[config.mk]
export PLATFORM = sky130hd
export DESIGN_NAME = medidor_frequencia_flat
export DESIGN_NICKNAME = d
export VERILOG_FILES = /design/src/rtl/medidor_frequencia_if.sv /design/src/rtl/medidor_frequencia.sv /design/src/flat_wrapper.sv
export SDC_FILE = /design/constraint.sdc
export NUM_CORES = 1
export LEC_CHECK = 0
export CORE_MARGIN = 5
export CORE_UTILIZATION = 60
export DETAILED_ROUTE_END_ITERATION = 8
export PLACE_DENSITY = 0.82
export SYNTH_ARGS = -nofsm -noshare
export SYNTH_HDL_FRONTEND = slang
export SYNTH_SLANG_ARGS = --single-unit
[constraint.sdc]
create_clock -name clk -period 7.8 [get_ports clk]
set_clock_uncertainty 0.15 [all_clocks]
set_input_delay 1.56 -clock clk [delete_from_list [all_inputs] [get_ports clk]]
set_output_delay 1.56 -clock clk [all_outputs]
set_load 0.005 [all_outputs]
[src/rtl/medidor_frequencia_if.sv]
// Control/status bundle of the frequency meter: measurement requests in,
// window status and the published edge count out.
`timescale 1ns/100ps
interface medidor_frequencia_if #(
  parameter int CNT_W = 32
) ();
  logic             start;
  logic             cont;
  logic             busy;
  logic             done;
  logic [CNT_W-1:0] count;
  logic             overflow;

  modport master (output start, cont, input busy, done, count, overflow);
  modport slave  (input start, cont, output busy, done, count, overflow);
endinterface

[src/rtl/medidor_frequencia.sv]
// Frequency meter: counts rising edges of an asynchronous slow signal over a
// gate window of GATE_CYCLES clk cycles and publishes the total with a
// one-cycle done pulse. Optional continuous mode re-arms after each window.
`timescale 1ns/100ps
module medidor_frequencia #(
  parameter int GATE_CYCLES = 50_000_000,
  parameter int CNT_W       = 32,
  parameter int SYNC_STAGES = 2
) (
  input  logic             clk,
  input  logic             rst_n,
  input  logic             sig_in,
  medidor_frequencia_if.slave bus
);

  localparam int                GATE_W    = $clog2(GATE_CYCLES);
  localparam logic [GATE_W-1:0] GATE_LOAD = GATE_W'(GATE_CYCLES - 1);
  localparam logic [CNT_W-1:0]  CNT_MAX   = '1;

  typedef enum logic [1:0] {S_IDLE, S_GATE, S_DONE} state_t;

  state_t                 state_q, state_d;
  logic [SYNC_STAGES-1:0] sync_q;
  logic                   sdly_q;
  logic [GATE_W-1:0]      gate_q, gate_d;
  logic [CNT_W-1:0]       edges_q, edges_d;
  logic                   ovf_q, ovf_d;
  logic [CNT_W-1:0]       count_q, count_d;
  logic                   overflow_q, overflow_d;
  logic                   rise;

  // Single-cycle pulse on each synchronised rising edge of sig_in.
  assign rise = sync_q[SYNC_STAGES-1] & ~sdly_q;

  // Metastability synchroniser plus one delay stage for edge detection.
  always_ff @(posedge clk or negedge rst_n) begin
    if (!rst_n) begin
      sync_q <= '0;
      sdly_q <= 1'b0;
    end else begin
      sync_q <= {sync_q[SYNC_STAGES-2:0], sig_in};
      sdly_q <= sync_q[SYNC_STAGES-1];
    end
  end

  // State, window counters and published result registers.
  always_ff @(posedge clk or negedge rst_n) begin
    if (!rst_n) begin
      state_q    <= S_IDLE;
      gate_q     <= '0;
      edges_q    <= '0;
      ovf_q      <= 1'b0;
      count_q    <= '0;
      overflow_q <= 1'b0;
    end else begin
      state_q    <= state_d;
      gate_q     <= gate_d;
      edges_q    <= edges_d;
      ovf_q      <= ovf_d;
      count_q    <= count_d;
      overflow_q <= overflow_d;
    end
  end

  // Next-state logic: open a window, count rises (saturating), publish the
  // total on the last gate cycle so it is valid together with done.
  always_comb begin
    state_d    = state_q;
    gate_d     = gate_q;
    edges_d    = edges_q;
    ovf_d      = ovf_q;
    count_d    = count_q;
    overflow_d = overflow_q;
    case (state_q)
      S_IDLE: begin
        if (bus.start) begin
          state_d = S_GATE;
          gate_d  = GATE_LOAD;
          edges_d = '0;
          ovf_d   = 1'b0;
        end
      end
      S_GATE: begin
        if (rise) begin
          if (edges_q == CNT_MAX) ovf_d = 1'b1;
          else                    edges_d = edges_q + 1'b1;
        end
        if (gate_q == '0) begin
          state_d    = S_DONE;
          count_d    = edges_d;
          overflow_d = ovf_d;
        end else begin
          gate_d = gate_q - 1'b1;
        end
      end
      S_DONE: begin
        if (bus.cont) begin
          state_d = S_GATE;
          gate_d  = GATE_LOAD;
          edges_d = '0;
          ovf_d   = 1'b0;
        end else begin
          state_d = S_IDLE;
        end
      end
      default: state_d = S_IDLE;
    endcase
  end

  assign bus.busy     = (state_q == S_GATE);
  assign bus.done     = (state_q == S_DONE);
  assign bus.count    = count_q;
  assign bus.overflow = overflow_q;

endmodule

[src/flat_wrapper.sv]
// flat-port wrapper written by rule: the top's interface ports become plain ports
module medidor_frequencia_flat 
#(
  parameter int GATE_CYCLES = 50_000_000,
  parameter int CNT_W       = 32,
  parameter int SYNC_STAGES = 2
)
  (clk, rst_n, sig_in, bus_start, bus_cont, bus_busy, bus_done, bus_count, bus_overflow);
  medidor_frequencia_if #(.CNT_W(CNT_W)) bus_i ();
  input  logic clk;
  input  logic rst_n;
  input  logic sig_in;
  input wire logic [$bits(bus_i.start)-1:0] bus_start;
  input wire logic [$bits(bus_i.cont)-1:0] bus_cont;
  output wire logic [$bits(bus_i.busy)-1:0] bus_busy;
  output wire logic [$bits(bus_i.done)-1:0] bus_done;
  output wire logic [$bits(bus_i.count)-1:0] bus_count;
  output wire logic [$bits(bus_i.overflow)-1:0] bus_overflow;
  assign bus_i.start = bus_start;
  assign bus_i.cont = bus_cont;
  assign bus_busy = bus_i.busy;
  assign bus_done = bus_i.done;
  assign bus_count = bus_i.count;
  assign bus_overflow = bus_i.overflow;
  medidor_frequencia #(.GATE_CYCLES(GATE_CYCLES), .CNT_W(CNT_W), .SYNC_STAGES(SYNC_STAGES)) u_core (.clk(clk), .rst_n(rst_n), .sig_in(sig_in), .bus(bus_i));
endmodule
* Word-level counts from Yosys, hierarchy flattened
Cells that the tools add are included.
** Storage, ports and cells
- Bits in registers :: 97
- Bits of input ports :: 5
- Output and inout bits :: 35
- Word-level logic and storage cells :: 44
** Cells by class
- Add/subtract/negate cells :: 2
- Equality and inequality tests :: 7
- Multiplexer cells :: 18
- Bitwise logic cells :: 2
- Reductions and logical operators :: 7
** Operators by type and width (number)
- 32-bit 2-to-1 mux :: 4
- 32-bit one-hot mux with 3 select lines :: 1
- 26-bit 2-to-1 mux :: 3
- 26-bit one-hot mux with 3 select lines :: 1
- 32-bit by 1-bit adder with 32-bit output, second input constant :: 1
- 32-bit == test, second input constant :: 1
- 26-bit zero test :: 1
- 26-bit by 1-bit subtractor with 26-bit output, second input constant :: 1
- 2-bit inequality test, second input constant :: 3
- 2-bit one-hot mux with 3 select lines :: 1
- 1-bit 2-to-1 mux :: 5
- 2-bit 2-to-1 mux :: 2
- 2-bit AND reduction :: 2
- 4-bit AND reduction :: 1
- 1-bit one-hot mux with 3 select lines :: 1
- 3-bit AND reduction :: 1
- 3-bit nonzero test :: 1
- 2-bit by 1-bit == test with 1-bit output, second input constant :: 1
- 2-bit == test, second input constant :: 1
- 2-bit zero test :: 1
- 2-bit by 1-bit inequality test with 1-bit output, second input constant :: 1
- 1-bit bitwise AND :: 1
- 1-bit NOT :: 1

* Depth between registers and ports, before layout
- Depth in word-level cells :: 4
- Mapped depth :: 11
- Gate-level depth less buffers :: 7

* Worst setup path before layout
Ideal clock, no wire load.
- Path kind :: input port to flip-flop
- Start :: input bus_start
- End :: register u_core.gate_q[15]
- Setup time :: 0.136 ns
- Arrival :: 2.797 ns
- Required time :: 7.514 ns
- Path slack :: 4.717 ns
- Cell stages on the path :: 5
- Buffers on the path :: 1
- Cell sequence :: o21bai_1 and2_1 clkbuf_1 nor2_1 or3b_2
** On the way
- Word-level cells in the longest chain between the ends :: 2
** Ends and longest elaborated chain
- from (decl) :: line flat_wrapper.sv:13 : input wire logic [$bits(bus_i.start)-1:0] bus_start;
- 2-bit inequality test (no line)
- 4-bit AND reduction (no line)
- to (signal assigned) :: line medidor_frequencia.sv:57 : gate_q <= gate_d;
- to (decl) :: line medidor_frequencia.sv:25 : logic [GATE_W-1:0] gate_q, gate_d;
Every way passes these cells.
A chain may end at the register's enable or synchronous reset.

* Final worst setup path
- Start :: input bus_start
- End :: register u_core.edges_q[4]
** On the way
- Word-level cells in the longest chain between the ends :: 2
** Ends and longest elaborated chain
- 2-bit inequality test (no line)
- 3-bit AND reduction (no line)
- to (signal assigned) :: line medidor_frequencia.sv:58 : edges_q <= edges_d;
- to (decl) :: line medidor_frequencia.sv:26 : logic [CNT_W-1:0] edges_q, edges_d;
Every way passes these cells.

==> results by group <==
Die
  – Die Ht: 105 µm
  – Die Area: 11000 µm²
  – Core area: 8760 µm²
  – Die W: around 100 µm
  – Initial Util: approximately three fifths
  – Number of cell rows: 34
  – Ports: 40

Logic synthesis
  – Syn avg cell area: 8.88 µm²
  – Top FF cell, synth: dfrtp_1
  – FFs w/ async S/R, synth: 100%
  – Distinct cells, synth: 58
  – Top cell type's share of synthesized area: roughly 45%
  – Flops & latches, synth: between 90 and 100
  – Post-synth EDFFs: 0
  – Yosys top cell by area: dfrtp_1
  – Mapped cell area: about 5400 µm²
  – Synth top cells by count: dfrtp_1, nand2_1, nand3_1, nor2_1, clkbuf_1
  – Syn_nets: ~620
  – Post-Synthesis Cells: between 600 and 700
  – Area contributors post-synth: dfrtp_1, or4_1, nand3_1
  – Sequential area share after synthesis: between 40 and 50%
  – Most common cell in the netlist: dfrtp_1
  – Synth warn: 0

Setup path
  – Capturing point of the worst reg2reg path: u_core.bus.count[31]
  – Worst reg2reg path depth: 5
  – Reg2reg setup slack: between 4000 and 5000 ps
  – CP endpoint kind: register
  – Worst setup SP type: input pin
  – Worst Setup SP: bus_start
  – Critical Path RT: around 8000 ps
  – Setup Crit Path Kind: input pin to register
  – Worst r2r src: u_core.gate_q[8]
  – Crit path DAT: slightly below 4000 ps
  – CP max FO: 22

Timing
  – Max Fclk: 260 MHz
  – Setup TNS: 0 ps
  – Hold Vio Cnt, Final: 0
  – RSZ-0062 raised after global routing: no
  – Endpoints failing setup: 0
  – Final min period: slightly below 4000 ps
  – Worst slew pin tran: roughly 1200 ps
  – Fin. max-slew vios: 0
  – Ratio of final minimum period to clock period: between 40% and 50%
  – Final setup margin: 3950 ps
  – Rel. slew slack: a little under a fifth

Clock tree
  – Clock buffer depth: 2
  – CTS sink count: between 90 and 100
  – Setup repair bufs after CTS: 0
  – CTS Hold Bufs: 0
  – Total CTS buffers: 9
  – CTS tree: yes
  – CTS resizes: 0
  – CTS Root Cell: clkbuf_8
  – Clock slew at reported path FFs: 90 ps
  – Clock latency on the worst-skew pair: 360 ps
  – H-tree depth: 3

GRT
  – First-pass GRT wire length: 23200 µm
  – Largest net degree at the start of global routing: a little over 50
  – Number of global-route vias before repair: between 4000 and 5000
  – Initial antenna violation count: 0
  – GR Util All Layers: roughly a quarter
  – Remaining global-route overflow: 0

Job
  – # Max-Cap Violations: 0

Drt
  – 1st-iter DRT viols: 313
  – Post-route ant nets: 0
  – DR vias: 5080
  – DRT Pass-1 Iters: 5
  – DR WL/cell: around 19 µm
  – Drt drc: 0
  – Avg Vias per Cell: 6.97
  – Total Routed Length: about 14000 µm

Layout
  – Final std cells w/o fill: 729
  – Post-route cell area: between 5000 and 6000 µm²
  – Layout area overhead: 11.1%
  – Layout cells sized above 1: approximately 5.3%
  – # diodes: 0
  – Nets: roughly 630

Place
  – GPL Wtd Cong: between 0.9 and 1
  – Cell area after placement: about 5800 µm²
  – Port Buf Inserts: 39
  – Dpl hpwl: around 9100 µm
  – Dpl cells: between 700 and 800
  – Setup WS pre-CTS: about 3700 ps

Power
  – Total power draw: ~1.2 mW
  – Power Density: a little under 200 nW/µm²
  – Leakage power: 2.30 nW
  – Worst vdd ir: 0.102 mV

Hold path
  – Hold path depth: 0
  – HP Class: register to register
  – WHS Endpoint: u_core.sync_q[1]
  – Worst min-delay path startpoint: u_core.sync_q[0]

Run status
  – Outcome: finished, final reports clean
## routing by layer
metal | GRT usage (%) | wire (µm) | vias to the layer above | part of all wire [%]
li1 | - | - | 2346 | -
met1 | 33.5 | 5750 | 2505 | 42
met2 | 40.2 | 6680 | 191 | 49
met3 | 3.45 | 764 | 38 | 5.6
met4 | 9.59 | 362 | 0 | 2.7
met5 | 0 | 0 | - | 0
## worst max-delay path by stage
stage,to,slack [ps],cells after the start
6_report,u_core.edges_q[4],3950,6
5_1_grt,u_core.edges_q[7],3760,6
4_1_cts,u_core.edges_q[4],4010,6
3_5_place_dp,u_core.edges_q[4],3670,6
3_3_place_gp,u_core.edges_q[7],3750,6
2_1_floorplan,u_core.gate_q[15],4720,5
## final cells by class
cell class | instances | area, µm²
tap | 108 | 135
multi-input combinational | 450 | 2740
inverter | 13 | 48.8
fill | 710 | 2770
sequential | 97 | 2430
clock inverter | 3 | 67.6
clock buffer | 11 | 131
timing repair buffer | 47 | 448
## state kept, by name (all words and copies together) (netlist names)
| register | cells |
|---|---|
| u_core.bus.count | 32 |
| u_core.edges_q | 32 |
| u_core.gate_q | 26 |
| u_core.state_q | 2 |
| u_core.sync_q | 2 |
| u_core.bus.overflow | 1 |
| u_core.ovf_q | 1 |
| u_core.sdly_q | 1 |
## through the flow
step	hold WS (ps)	utilization (%)
final	211	68.4
after global placement	181	66.2
after detailed placement	196	66.2
after floorplan	181	-
after global routing	231	68.4
after CTS	217	68.4
## cells in the final DEF (no fill, tap or decap), types with 16 or more instances in the layout
master / synthesis / final
or3_1: 16 / 16
clkdlybuf4s50_1: 0 / 38
o211ai_1: 22 / 22
nand3_1: 45 / 45
or4_1: 34 / 34
o21ai_0: 29 / 29
nor3_1: 21 / 19
nor2_1: 43 / 43
a31oi_1: 29 / 29
dfrtp_1: 97 / 97
nand2_1: 46 / 46
a21oi_1: 19 / 19
nand4_1: 24 / 24
## kinds of logic after synthesis
kind of cell               Yosys count  share of synthesized area [%]
and+or+nand+nor                    283                           28.8
AOI/OAI and AO/OA                  153                           19.2
DFF                                 97                           45.0
buffers and inverters               61                           4.61
xor gates and xnor gates            11                           1.79
adders and majority gates            2                          0.464
muxes                                1                          0.185
## power breakdown
group          leakage [nW]  internal [mW]  switching [mW]
sequential             1.23          0.566          0.0966
clock                0.0955          0.178           0.171
combinational         0.976         0.0757           0.106
## critical path, cell delays in order
cell and delay (ps):
clkdlybuf4s50_1 400, o21bai_1 230, nand2_1 570, nand2_1 740
o311ai_0 280, o41ai_1 140
Power figures use the tool's default switching activity.
